===== src/rtl/ai_pkg.sv =====
`default_nettype none
// ============================================================================
//  Package     : ai_pkg
//  Description : Shared AI-subsystem definitions. Holds the fetch-FSM state
//                encoding and the default camera image geometry that the
//                register file, the AI core and the picture fetch controller
//                all use.
//  Revision    : 1.0  initial release
// ============================================================================
package ai_pkg;

    // Frame-fetch sequencer states
    typedef enum logic [1:0] {
        ST_IDLE = 2'd0,
        ST_REQ  = 2'd1,
        ST_BEAT = 2'd2,
        ST_FIN  = 2'd3
    } fetch_state_t;

    // Default image geometry and datapath widths
    localparam int DEF_IMG_W     = 32;
    localparam int DEF_IMG_H     = 32;
    localparam int DEF_BURST_LEN = 8;
    localparam int DEF_DW        = 16;
    localparam int DEF_XW        = 8;

endpackage
`default_nettype wire


===== src/rtl/ai_xy_counter.sv =====
`default_nettype none
// ============================================================================
//  Module      : ai_xy_counter
//  Description : Pixel coordinate tracker for the picture fetch controller.
//                x counts columns and wraps at the end of each line, which
//                advances y. A separate beat counter tracks the position
//                inside the current burst.
//  Revision    : 1.0  initial release
//
//  Ports
//    clk        in   clock
//    rst_n      in   asynchronous active-low reset
//    clr        in   zero all counters (frame start)
//    inc        in   one pixel transferred
//    x          out  current column
//    y          out  current line
//    burst_end  out  current beat is the last one of its burst
//    frame_end  out  current pixel is the last one of the frame
// ============================================================================
module ai_xy_counter
    import ai_pkg::*;
#(
    parameter int IMG_W     = DEF_IMG_W,
    parameter int IMG_H     = DEF_IMG_H,
    parameter int BURST_LEN = DEF_BURST_LEN,
    parameter int XW        = DEF_XW
) (
    input  logic          clk,
    input  logic          rst_n,
    input  logic          clr,
    input  logic          inc,
    output logic [XW-1:0] x,
    output logic [XW-1:0] y,
    output logic          burst_end,
    output logic          frame_end
);

    localparam logic [XW-1:0] c_X_LAST    = XW'(IMG_W - 1);
    localparam logic [XW-1:0] c_Y_LAST    = XW'(IMG_H - 1);
    localparam logic [XW-1:0] c_BEAT_LAST = XW'(BURST_LEN - 1);

    logic [XW-1:0] r_x;
    logic [XW-1:0] r_y;
    logic [XW-1:0] r_beat;

    always_ff @(posedge clk or negedge rst_n) begin
        if (!rst_n) begin
            r_x    <= '0;
            r_y    <= '0;
            r_beat <= '0;
        end else if (clr) begin
            r_x    <= '0;
            r_y    <= '0;
            r_beat <= '0;
        end else if (inc) begin
            if (r_x == c_X_LAST) begin
                r_x <= '0;
                r_y <= r_y + 1'b1;
            end else begin
                r_x <= r_x + 1'b1;
            end
            if (r_beat == c_BEAT_LAST) begin
                r_beat <= '0;
            end else begin
                r_beat <= r_beat + 1'b1;
            end
        end
    end

    assign x         = r_x;
    assign y         = r_y;
    assign burst_end = (r_beat == c_BEAT_LAST);
    assign frame_end = (r_x == c_X_LAST) && (r_y == c_Y_LAST);

endmodule
`default_nettype wire


===== src/rtl/ai_pic_fetch_ctrl.sv =====
`default_nettype none
// ============================================================================
//  Module      : ai_pic_fetch_ctrl
//  Description : Moves one camera frame from the frame-buffer read port into
//                the AI core input-feature-map stream. Issues one burst read
//                request at a time, forwards the returned pixels tagged with
//                their (x, y) position and checks the buffer's frame-boundary
//                flags against the expected positions.
//  Revision    : 1.0  initial release
//
//  Ports
//    clk, rst_n                   AI clock, async active-low reset
//    start, abort                 single-cycle control pulses from regfile
//    busy, done, err              status to regfile / interrupt logic
//    req_valid/ready/first/last   burst read request channel
//    rsp_valid/ready/first/last,
//    rsp_data                     pixel return channel from the buffer
//    out_valid/ready, out_data,
//    out_x, out_y                 pixel stream to the AI core
// ============================================================================
module ai_pic_fetch_ctrl
    import ai_pkg::*;
#(
    parameter int IMG_W     = DEF_IMG_W,
    parameter int IMG_H     = DEF_IMG_H,
    parameter int BURST_LEN = DEF_BURST_LEN,
    parameter int DW        = DEF_DW,
    parameter int XW        = DEF_XW
) (
    input  logic          clk,
    input  logic          rst_n,
    input  logic          start,
    input  logic          abort,
    output logic          busy,
    output logic          done,
    output logic          err,
    output logic          req_valid,
    input  logic          req_ready,
    output logic          req_first,
    output logic          req_last,
    input  logic          rsp_valid,
    input  logic          rsp_first,
    input  logic          rsp_last,
    input  logic [DW-1:0] rsp_data,
    output logic          rsp_ready,
    output logic          out_valid,
    output logic [DW-1:0] out_data,
    output logic [XW-1:0] out_x,
    output logic [XW-1:0] out_y,
    input  logic          out_ready
);

    // Geometry sanity: bursts must tile a line exactly, and the coordinate
    // counters must be able to hold the largest coordinate.
    if ((IMG_W % BURST_LEN) != 0) begin : g_bad_burst_len
        $error("ai_pic_fetch_ctrl: BURST_LEN must divide IMG_W");
    end
    if (((1 << XW) < IMG_W) || ((1 << XW) < IMG_H)) begin : g_bad_xw
        $error("ai_pic_fetch_ctrl: XW too narrow for image geometry");
    end

    // Column at which the final burst of a line starts
    localparam logic [XW-1:0] c_X_LAST_REQ = XW'(IMG_W - BURST_LEN);
    localparam logic [XW-1:0] c_Y_LAST     = XW'(IMG_H - 1);

    fetch_state_t  r_state;
    fetch_state_t  w_state_nxt;
    logic          r_err;

    logic [XW-1:0] w_x;
    logic [XW-1:0] w_y;
    logic          w_burst_end;
    logic          w_frame_end;
    logic          w_start_ok;
    logic          w_xfer;
    logic          w_at_origin;
    logic          w_flag_bad;

    // abort beats start in the same IDLE cycle
    assign w_start_ok  = (r_state == ST_IDLE) && start && !abort;
    assign w_xfer      = (r_state == ST_BEAT) && rsp_valid && out_ready;
    assign w_at_origin = (w_x == '0) && (w_y == '0);
    // Last-pixel expectation coincides with the counter's frame_end
    assign w_flag_bad  = (rsp_first != w_at_origin) || (rsp_last != w_frame_end);

    ai_xy_counter #(
        .IMG_W     (IMG_W),
        .IMG_H     (IMG_H),
        .BURST_LEN (BURST_LEN),
        .XW        (XW)
    ) u_xy_counter (
        .clk       (clk),
        .rst_n     (rst_n),
        .clr       (w_start_ok),
        .inc       (w_xfer),
        .x         (w_x),
        .y         (w_y),
        .burst_end (w_burst_end),
        .frame_end (w_frame_end)
    );

    always_ff @(posedge clk or negedge rst_n) begin
        if (!rst_n) begin
            r_state <= ST_IDLE;
        end else begin
            r_state <= w_state_nxt;
        end
    end

    always_comb begin
        w_state_nxt = r_state;
        busy        = 1'b0;
        done        = 1'b0;
        req_valid   = 1'b0;
        req_first   = 1'b0;
        req_last    = 1'b0;
        rsp_ready   = 1'b0;
        out_valid   = 1'b0;
        case (r_state)
            ST_IDLE: begin
                if (w_start_ok) begin
                    w_state_nxt = ST_REQ;
                end
            end
            ST_REQ: begin
                busy      = 1'b1;
                req_valid = 1'b1;
                req_first = w_at_origin;
                req_last  = (w_x == c_X_LAST_REQ) && (w_y == c_Y_LAST);
                // Counters are frozen here, so the request and flags hold
                // steady across any stall.
                if (abort) begin
                    w_state_nxt = ST_IDLE;
                end else if (req_ready) begin
                    w_state_nxt = ST_BEAT;
                end
            end
            ST_BEAT: begin
                busy      = 1'b1;
                rsp_ready = out_ready;
                out_valid = rsp_valid;
                if (abort) begin
                    w_state_nxt = ST_IDLE;
                end else if (w_xfer && w_burst_end) begin
                    w_state_nxt = w_frame_end ? ST_FIN : ST_REQ;
                end
            end
            ST_FIN: begin
                done        = 1'b1;
                w_state_nxt = ST_IDLE;
            end
            default: begin
                w_state_nxt = ST_IDLE;
            end
        endcase
    end

    // Sticky boundary error; the fetch keeps running after a mismatch.
    always_ff @(posedge clk or negedge rst_n) begin
        if (!rst_n) begin
            r_err <= 1'b0;
        end else if (w_start_ok) begin
            r_err <= 1'b0;
        end else if (w_xfer && w_flag_bad) begin
            r_err <= 1'b1;
        end
    end

    assign err      = r_err;
    assign out_data = rsp_data;
    assign out_x    = w_x;
    assign out_y    = w_y;

endmodule
`default_nettype wire


===== config.mk =====
export PLATFORM = sky130hd
export DESIGN_NAME = ai_pic_fetch_ctrl
export DESIGN_NICKNAME = d
export VERILOG_FILES = /design/src/rtl/ai_pkg.sv /design/src/rtl/ai_xy_counter.sv /design/src/rtl/ai_pic_fetch_ctrl.sv
export SDC_FILE = /design/constraint.sdc
export NUM_CORES = 1
export LEC_CHECK = 0
export ABC_AREA = 1
export BUFFER_PORTS_ARGS = -buffer_cell sky130_fd_sc_hd__buf_2
export CAP_MARGIN = 30
export CORE_ASPECT_RATIO = 0.6
export CORE_MARGIN = 5
export CORE_UTILIZATION = 46
export DETAILED_ROUTE_END_ITERATION = 16
export PLACE_DENSITY = 0.81
export SLEW_MARGIN = 15
export SYNTH_ARGS = -nofsm -noshare
export SYNTH_HDL_FRONTEND = slang
export SYNTH_SLANG_ARGS = --single-unit

===== constraint.sdc =====
create_clock -name clk -period 1.5 [get_ports clk]
set_input_delay 0.075 -clock clk [delete_from_list [all_inputs] [get_ports clk]]
set_output_delay 0.075 -clock clk [all_outputs]
set_load 0.05 [all_outputs]

# Word-level counts from Yosys, hierarchy flattened
# Index checks and enable logic that the tools add are counted.
totals:
  reg_bits: 27
  in_bits: 25
  word_cells: 65
op_classes:
  add_sub_neg: 3
  eq_ne: 12
  muxes: 25
  reduce_logical: 20
op_table:
  columns: ["cell", "n"]
  rows:
  - ["$mux W8", 9]
  - ["$add A8 B1 Y8 const B", 3]
  - ["$eq A8 B5 Y1 const B", 3]
  - ["$logic_not A8 Y1", 2]
  - ["$mux W2", 6]
  - ["$logic_and A1 B1 Y1", 9]
  - ["$mux W1", 9]
  - ["$eq A8 B3 Y1 const B", 1]
  - ["$pmux W2 S4", 1]
  - ["$reduce_bool A2 Y1", 3]
  - ["$eq A2 B2 Y1 const B", 2]
  - ["$ne A3 B2 Y1 const B", 1]
  - ["$ne A3 B3 Y1 const B", 1]
  - ["$reduce_and A3 Y1", 1]
  - ["$eq A2 B1 Y1 const B", 1]
  - ["$logic_not A2 Y1", 1]
  - ["$ne A1 B1 Y1", 2]
  - ["$ne A2 B1 Y1 const B", 1]
  - ["$reduce_and A2 Y1", 1]
  - ["$reduce_or A2 Y1", 1]
  - ["$logic_not A1 Y1", 1]
  - ["$logic_or A1 B1 Y1", 1]

# Logic depth before layout (Yosys ltp)
logic_depth:
  ltp_word: 7
  depth_mapped: 10
  mapped_depth_nobuf: 10

# Hierarchy
# From an unflattened synthesis, not the netlist that was laid out.
unflattened:
  cells_unflattened: 265
  hier_area_um2: 1914.3
modules_own_cells:
  columns: ["module", "n_inst", "cells_each", "area_per_inst_um2", "seq_area_each_um2"]
  rows:
  - ["ai_xy_counter", 1, 183, 1386.3, 600.6]
  - ["ai_pic_fetch_ctrl", 1, 82, 528.0, 75.1]

# Least setup slack after synthesis
# Ideal clock, no wire load.
synth_timing:
  path_kind: "register -> output"
  start: "register r_state[1]"
  end: "output req_first"
  arrival_ps: 2662
  slack_ps: -1237
  path_stages_with_launch: 4
  path_buffers: 0
  path_cell_list: "dfrtp_1 > inv_1 > ha_1 > nor4b_1"
synth_via:
  elab_chain_len: 2
synth_rtl:
  columns: ["item", "line", "source"]
  rows:
  - ["start: declaration", "ai_pic_fetch_ctrl.sv:66", "fetch_state_t r_state;"]
  - ["start signal: assignment", "ai_pic_fetch_ctrl.sv:106", "r_state <= w_state_nxt;"]
  - ["$eq A2 B1 Y1", "ai_pic_fetch_ctrl.sv:119", "case (r_state)"]
  - ["$mux W1", "ai_pic_fetch_ctrl.sv:119", null]
  - ["end: declaration", "ai_pic_fetch_ctrl.sv:39", "output logic req_first,"]
# Every way passes these cells.

# Final worst setup path
layout_timing:
  start: "register u_xy_counter.r_x[0], in the netlist u_xy_counter.x[0]"
  end: "output req_first"
layout_via:
  elab_chain_len: 3
layout_rtl:
  columns: ["item", "line", "source"]
  rows:
  - ["start: declaration", "ai_xy_counter.sv:42", "logic [XW-1:0] r_x;"]
  - ["start signal: assignment", "ai_xy_counter.sv:60", "r_x <= r_x + 1'b1;"]
  - ["$logic_not A8 Y1", "ai_pic_fetch_ctrl.sv:82", "assign w_at_origin = (w_x == '0) && (w_y == '0);"]
  - ["$logic_and A1 B1 Y1", "ai_pic_fetch_ctrl.sv:82", null]
  - ["$mux W1", "ai_pic_fetch_ctrl.sv:119", null]
# Every way passes these cells.

==> flow_metrics.py <==
metrics = {
    "yosys": {
        "postSynthCellCount": 254,
        "sequential_to_total_area_share_from_yosys_stat": 0.348,
        "post_synthesis_async_set_or_reset_flop_share": 1.00,
        "yosys-top-cells-area": "dfrtp_1 (35%), nand2_1 (11%), buf_4 (6.6%)",
        "synth-main-ff-cell": "dfrtp_1",
        "postSynthNetCount": 289,
        "ys_seq_elements": 27,
        "synth_enable_flop_cells": 0,
        "postSynthAreaPerCell_um2": 7.65,
        "synth.distinct_cells": 36,
        "synth_top_cell_area_share": 0.348,
        "ys.warnings.count": 0,
        "post-synth-top-area-cell": "dfrtp_1",
        "syn-cell-area_um2": 1940,
    },
    "worst_setup_path": {
        "crit_start_category": "flip-flop",
        "crit_fanout": 6,
        "worstPathArrival_ns": 1.56,
        "worstPathRequired_ns": 1.42,
        "setup.reg_to_reg.worst_slack_ns": 0,
        "critical_path_start_end_classification": "reg2out",
        "rr_worst_depth": 10,
        "worst_setup_path_end_kind": "primary output",
        "endpoint_of_the_worst_register_to_register_path": "r_state[0]$_DFFE_PN0P_",
        "r2r_start": "u_xy_counter.r_beat[0]$_DFFE_PN0P_",
    },
    "cells_and_area": {
        "layout-area-overhead-vs-synth_pct": 29.6,
        "antennaDiodeCount": 0,
        "post-route-util": 0.614,
        "layout-drive-gt1-share": 0.444,
        "finalNonFillerCells": 357,
        "nNetsFinal": 333,
        "fillers": 364,
    },
    "floorplan": {
        "die_h_um": 60.3,
        "initial_utilization": 0.474,
        "core-area_um2": 4100,
        "rows": 18,
        "area_of_the_die_um2": 5670,
        "die-width_um": 93.9,
        "boundaryPins": 65,
    },
    "global_routing": {
        "grt_max_degree": 28,
        "overflow": 0,
        "first_global_vias": 1700,
        "grt_first_pass_wirelength_mm": 7.94,
        "number_of_antenna_violations_at_the_first_check_in_global_routing": 0,
        "track_usage": 0.180,
    },
    "routing": {
        "vias": 1804,
        "vias_per_cell": 5.05,
        "firstDrtPassIters": 4,
        "drt_iter0_drc": 118,
        "remaining_antenna_violation_count": 0,
        "remaining_drc_errors": 0,
        "postRouteWirelength_mm": 4.96,
        "wl_per_cell_um": 13.9,
    },
    "sta": {
        "drv_slew": 0,
        "timing.fmax_mhz": 613,
        "final_min_period_over_clock_period": 1.09,
        "rsz0062_at_grt": "true",
        "setup_tns_ns": -0.250,
        "setup-violations-final": 2,
        "count_of_final_hold_check_violations": 0,
        "worst_slew_pin_slew_ns": 0.644,
        "layout_setup_ws_ns": -0.132,
        "clock_skew_ns": 0.0164,
        "maxSlewHeadroom": 0.571,
        "timing.final.crit_period_ns": 1.63,
    },
    "worst_hold_path": {
        "hold_path.class": "in2out",
        "timing.hold.worst_endpoint": "out_data[11]",
        "hp-start": "rsp_data[11]",
        "min_delay_path_depth": 0,
    },
    "clocking": {
        "cts_max_level": 1,
        "clock_insertion_delay_at_the_later_pin_of_the_skew_report_ns": 0.30,
        "cell_at_the_root_of_the_clock_tree": "clkbuf_8",
        "cts.path.max_buffers": 2,
        "cts_tree": "yes",
        "clock_sinks": 27,
        "clk_pin_slew_worst_paths_ns": 0.12,
        "total_cts_buffers": 3,
    },
    "place": {
        "port_buffers": 32,
        "placed_cells": 339,
        "dp_hpwl_mm": 3.62,
        "finalWeightedCongestion": 0.892,
        "pre_cts_setup_slack_ns": -0.0216,
    },
    "power": {
        "p_leak_nw": 1.21,
        "ir_drop_uv": 1250,
        "powerDensity_nw_per_um2": 1320,
    },
    "status": {
        "status": "complete, but fails checks",
        "violations": "negative setup slack",
    },
    "job": {
        "maxCapViolations": 0,
    },
}
-- area by class of cell --
| type | count | area, µm² | area share |
|---|---|---|---|
| clock buffers | 3 | 41.3 | 0.0164 |
| well taps | 60 | 75.1 | 0.0298 |
| flip-flops and latches | 27 | 694 | 0.276 |
| clock inverters | 1 | 7.51 | 0.00298 |
| inverters | 36 | 145 | 0.0577 |
| multi-input cells | 173 | 1190 | 0.473 |
| repair buffers | 57 | 363 | 0.144 |
-- flip-flops by register name, indices dropped and copies added (netlist names) --
name and count:
u_xy_counter.r_beat 8, u_xy_counter.x 8, u_xy_counter.y 8, r_state 2, err 1
-- per-stage QoR --
step	cell area, µm²	hold WS (ns)	power (mW)
final	2520	0.150	3.33
after global routing	2520	0.150	3.53
after CTS	2370	0.150	3.22
after detailed placement	2220	0.130	2.65
after floorplan	2040	-0.221	2.34
after global placement	2220	0.132	2.61
-- cell usage after synthesis, types with 2 or more instances --
library cell / instances
nand3_1: 19
nand2_4: 3
nor3_1: 6
dfrtp_1: 27
a21oi_1: 9
nand3_2: 2
buf_4: 17
inv_2: 6
ha_1: 10
o21ai_0: 10
xor2_1: 3
a21oi_2: 2
inv_1: 29
nand3b_1: 2
nor2_2: 2
o21ai_1: 7
nand2_1: 55
nand4_1: 6
nor2_1: 21
nor2_4: 2
-- where the power goes --
group	switching (mW)	internal (mW)	leakage [nW]
Sequential	0.125	0.872	0.343
Clock	0.273	0.190	0.0217
Combinational	1.22	0.651	0.848
Total	1.62	1.71	1.21
-- timing repair --
item / 4_1_cts / 5_1_grt
endpoints found under the setup margin: 14 / 30
endpoints found under the hold margin: 27 / 0
hold buffers: 1 / 0
gates cloned: 0 / 1
buffers inserted: 5 / 7
pin swaps: 3 / 6
resized for setup: 14 / 23
-- worst max path at each step --
stage	startpoint	end	slack, ns	depth (start not counted)
floorplan	u_xy_counter.x[1]$_DFFE_PN0P_	req_first	-0.16	4
global placement	u_xy_counter.x[0]$_DFFE_PN0P_	u_xy_counter.x[4]$_DFFE_PN0P_	-0.003	7
detailed placement	r_state[0]$_DFFE_PN0P_	u_xy_counter.r_beat[4]$_DFFE_PN0P_	-0.02	8
CTS	u_xy_counter.x[0]$_DFFE_PN0P_	req_first	-0.14	5
global route	r_state[1]$_DFFE_PN0P_	req_last	-0.21	5
finish	u_xy_counter.x[0]$_DFFE_PN0P_	req_first	-0.13	5
-- cell families after synthesis --
logic type,after synthesis,synth area share
buffers and inverters,55,0.145
adder cells (fa/ha/maj),10,0.0644
XOR/XNOR,4,0.0180
AO/OA/AOI/OAI,31,0.0869
multiplexers,1,0.00515
flip-flops,27,0.348
AND/OR/NAND/NOR,126,0.333
-- critical path: stages (launching register included) --
cell and delay, ns:
dfrtp_2 0.46, inv_2 0.07, ha_4 0.13, nand4_1 0.14
nor4b_4 0.25, buf_6 0.19
-- cells in the final DEF (no fill, tap or decap), types with 4 or more instances in the layout --
cell type	Yosys	layout
ha_4	0	6
o21ai_1	7	7
nor3_1	6	4
o21ai_0	10	8
nor2_2	2	8
nand3_4	1	4
nand4_1	6	6
dfrtp_1	27	12
buf_4	17	24
nand3_1	19	18
a21oi_2	2	4
nand2_1	55	52
buf_2	1	30
dfrtp_2	0	15
nor2_1	21	15
inv_1	29	22
inv_2	6	12
a21oi_1	9	7
-- routing by layer --
layer	wire length (µm)	up-vias	GRT usage	part of all wire
met5	0	-	0	0
met4	44	0	0.0370	0.0089
met3	380	7	0.0409	0.077
met2	2160	65	0.281	0.43
met1	2380	842	0.259	0.48
li1	-	890	-	-
Note: power is estimated with default switching activity, not from simulation.
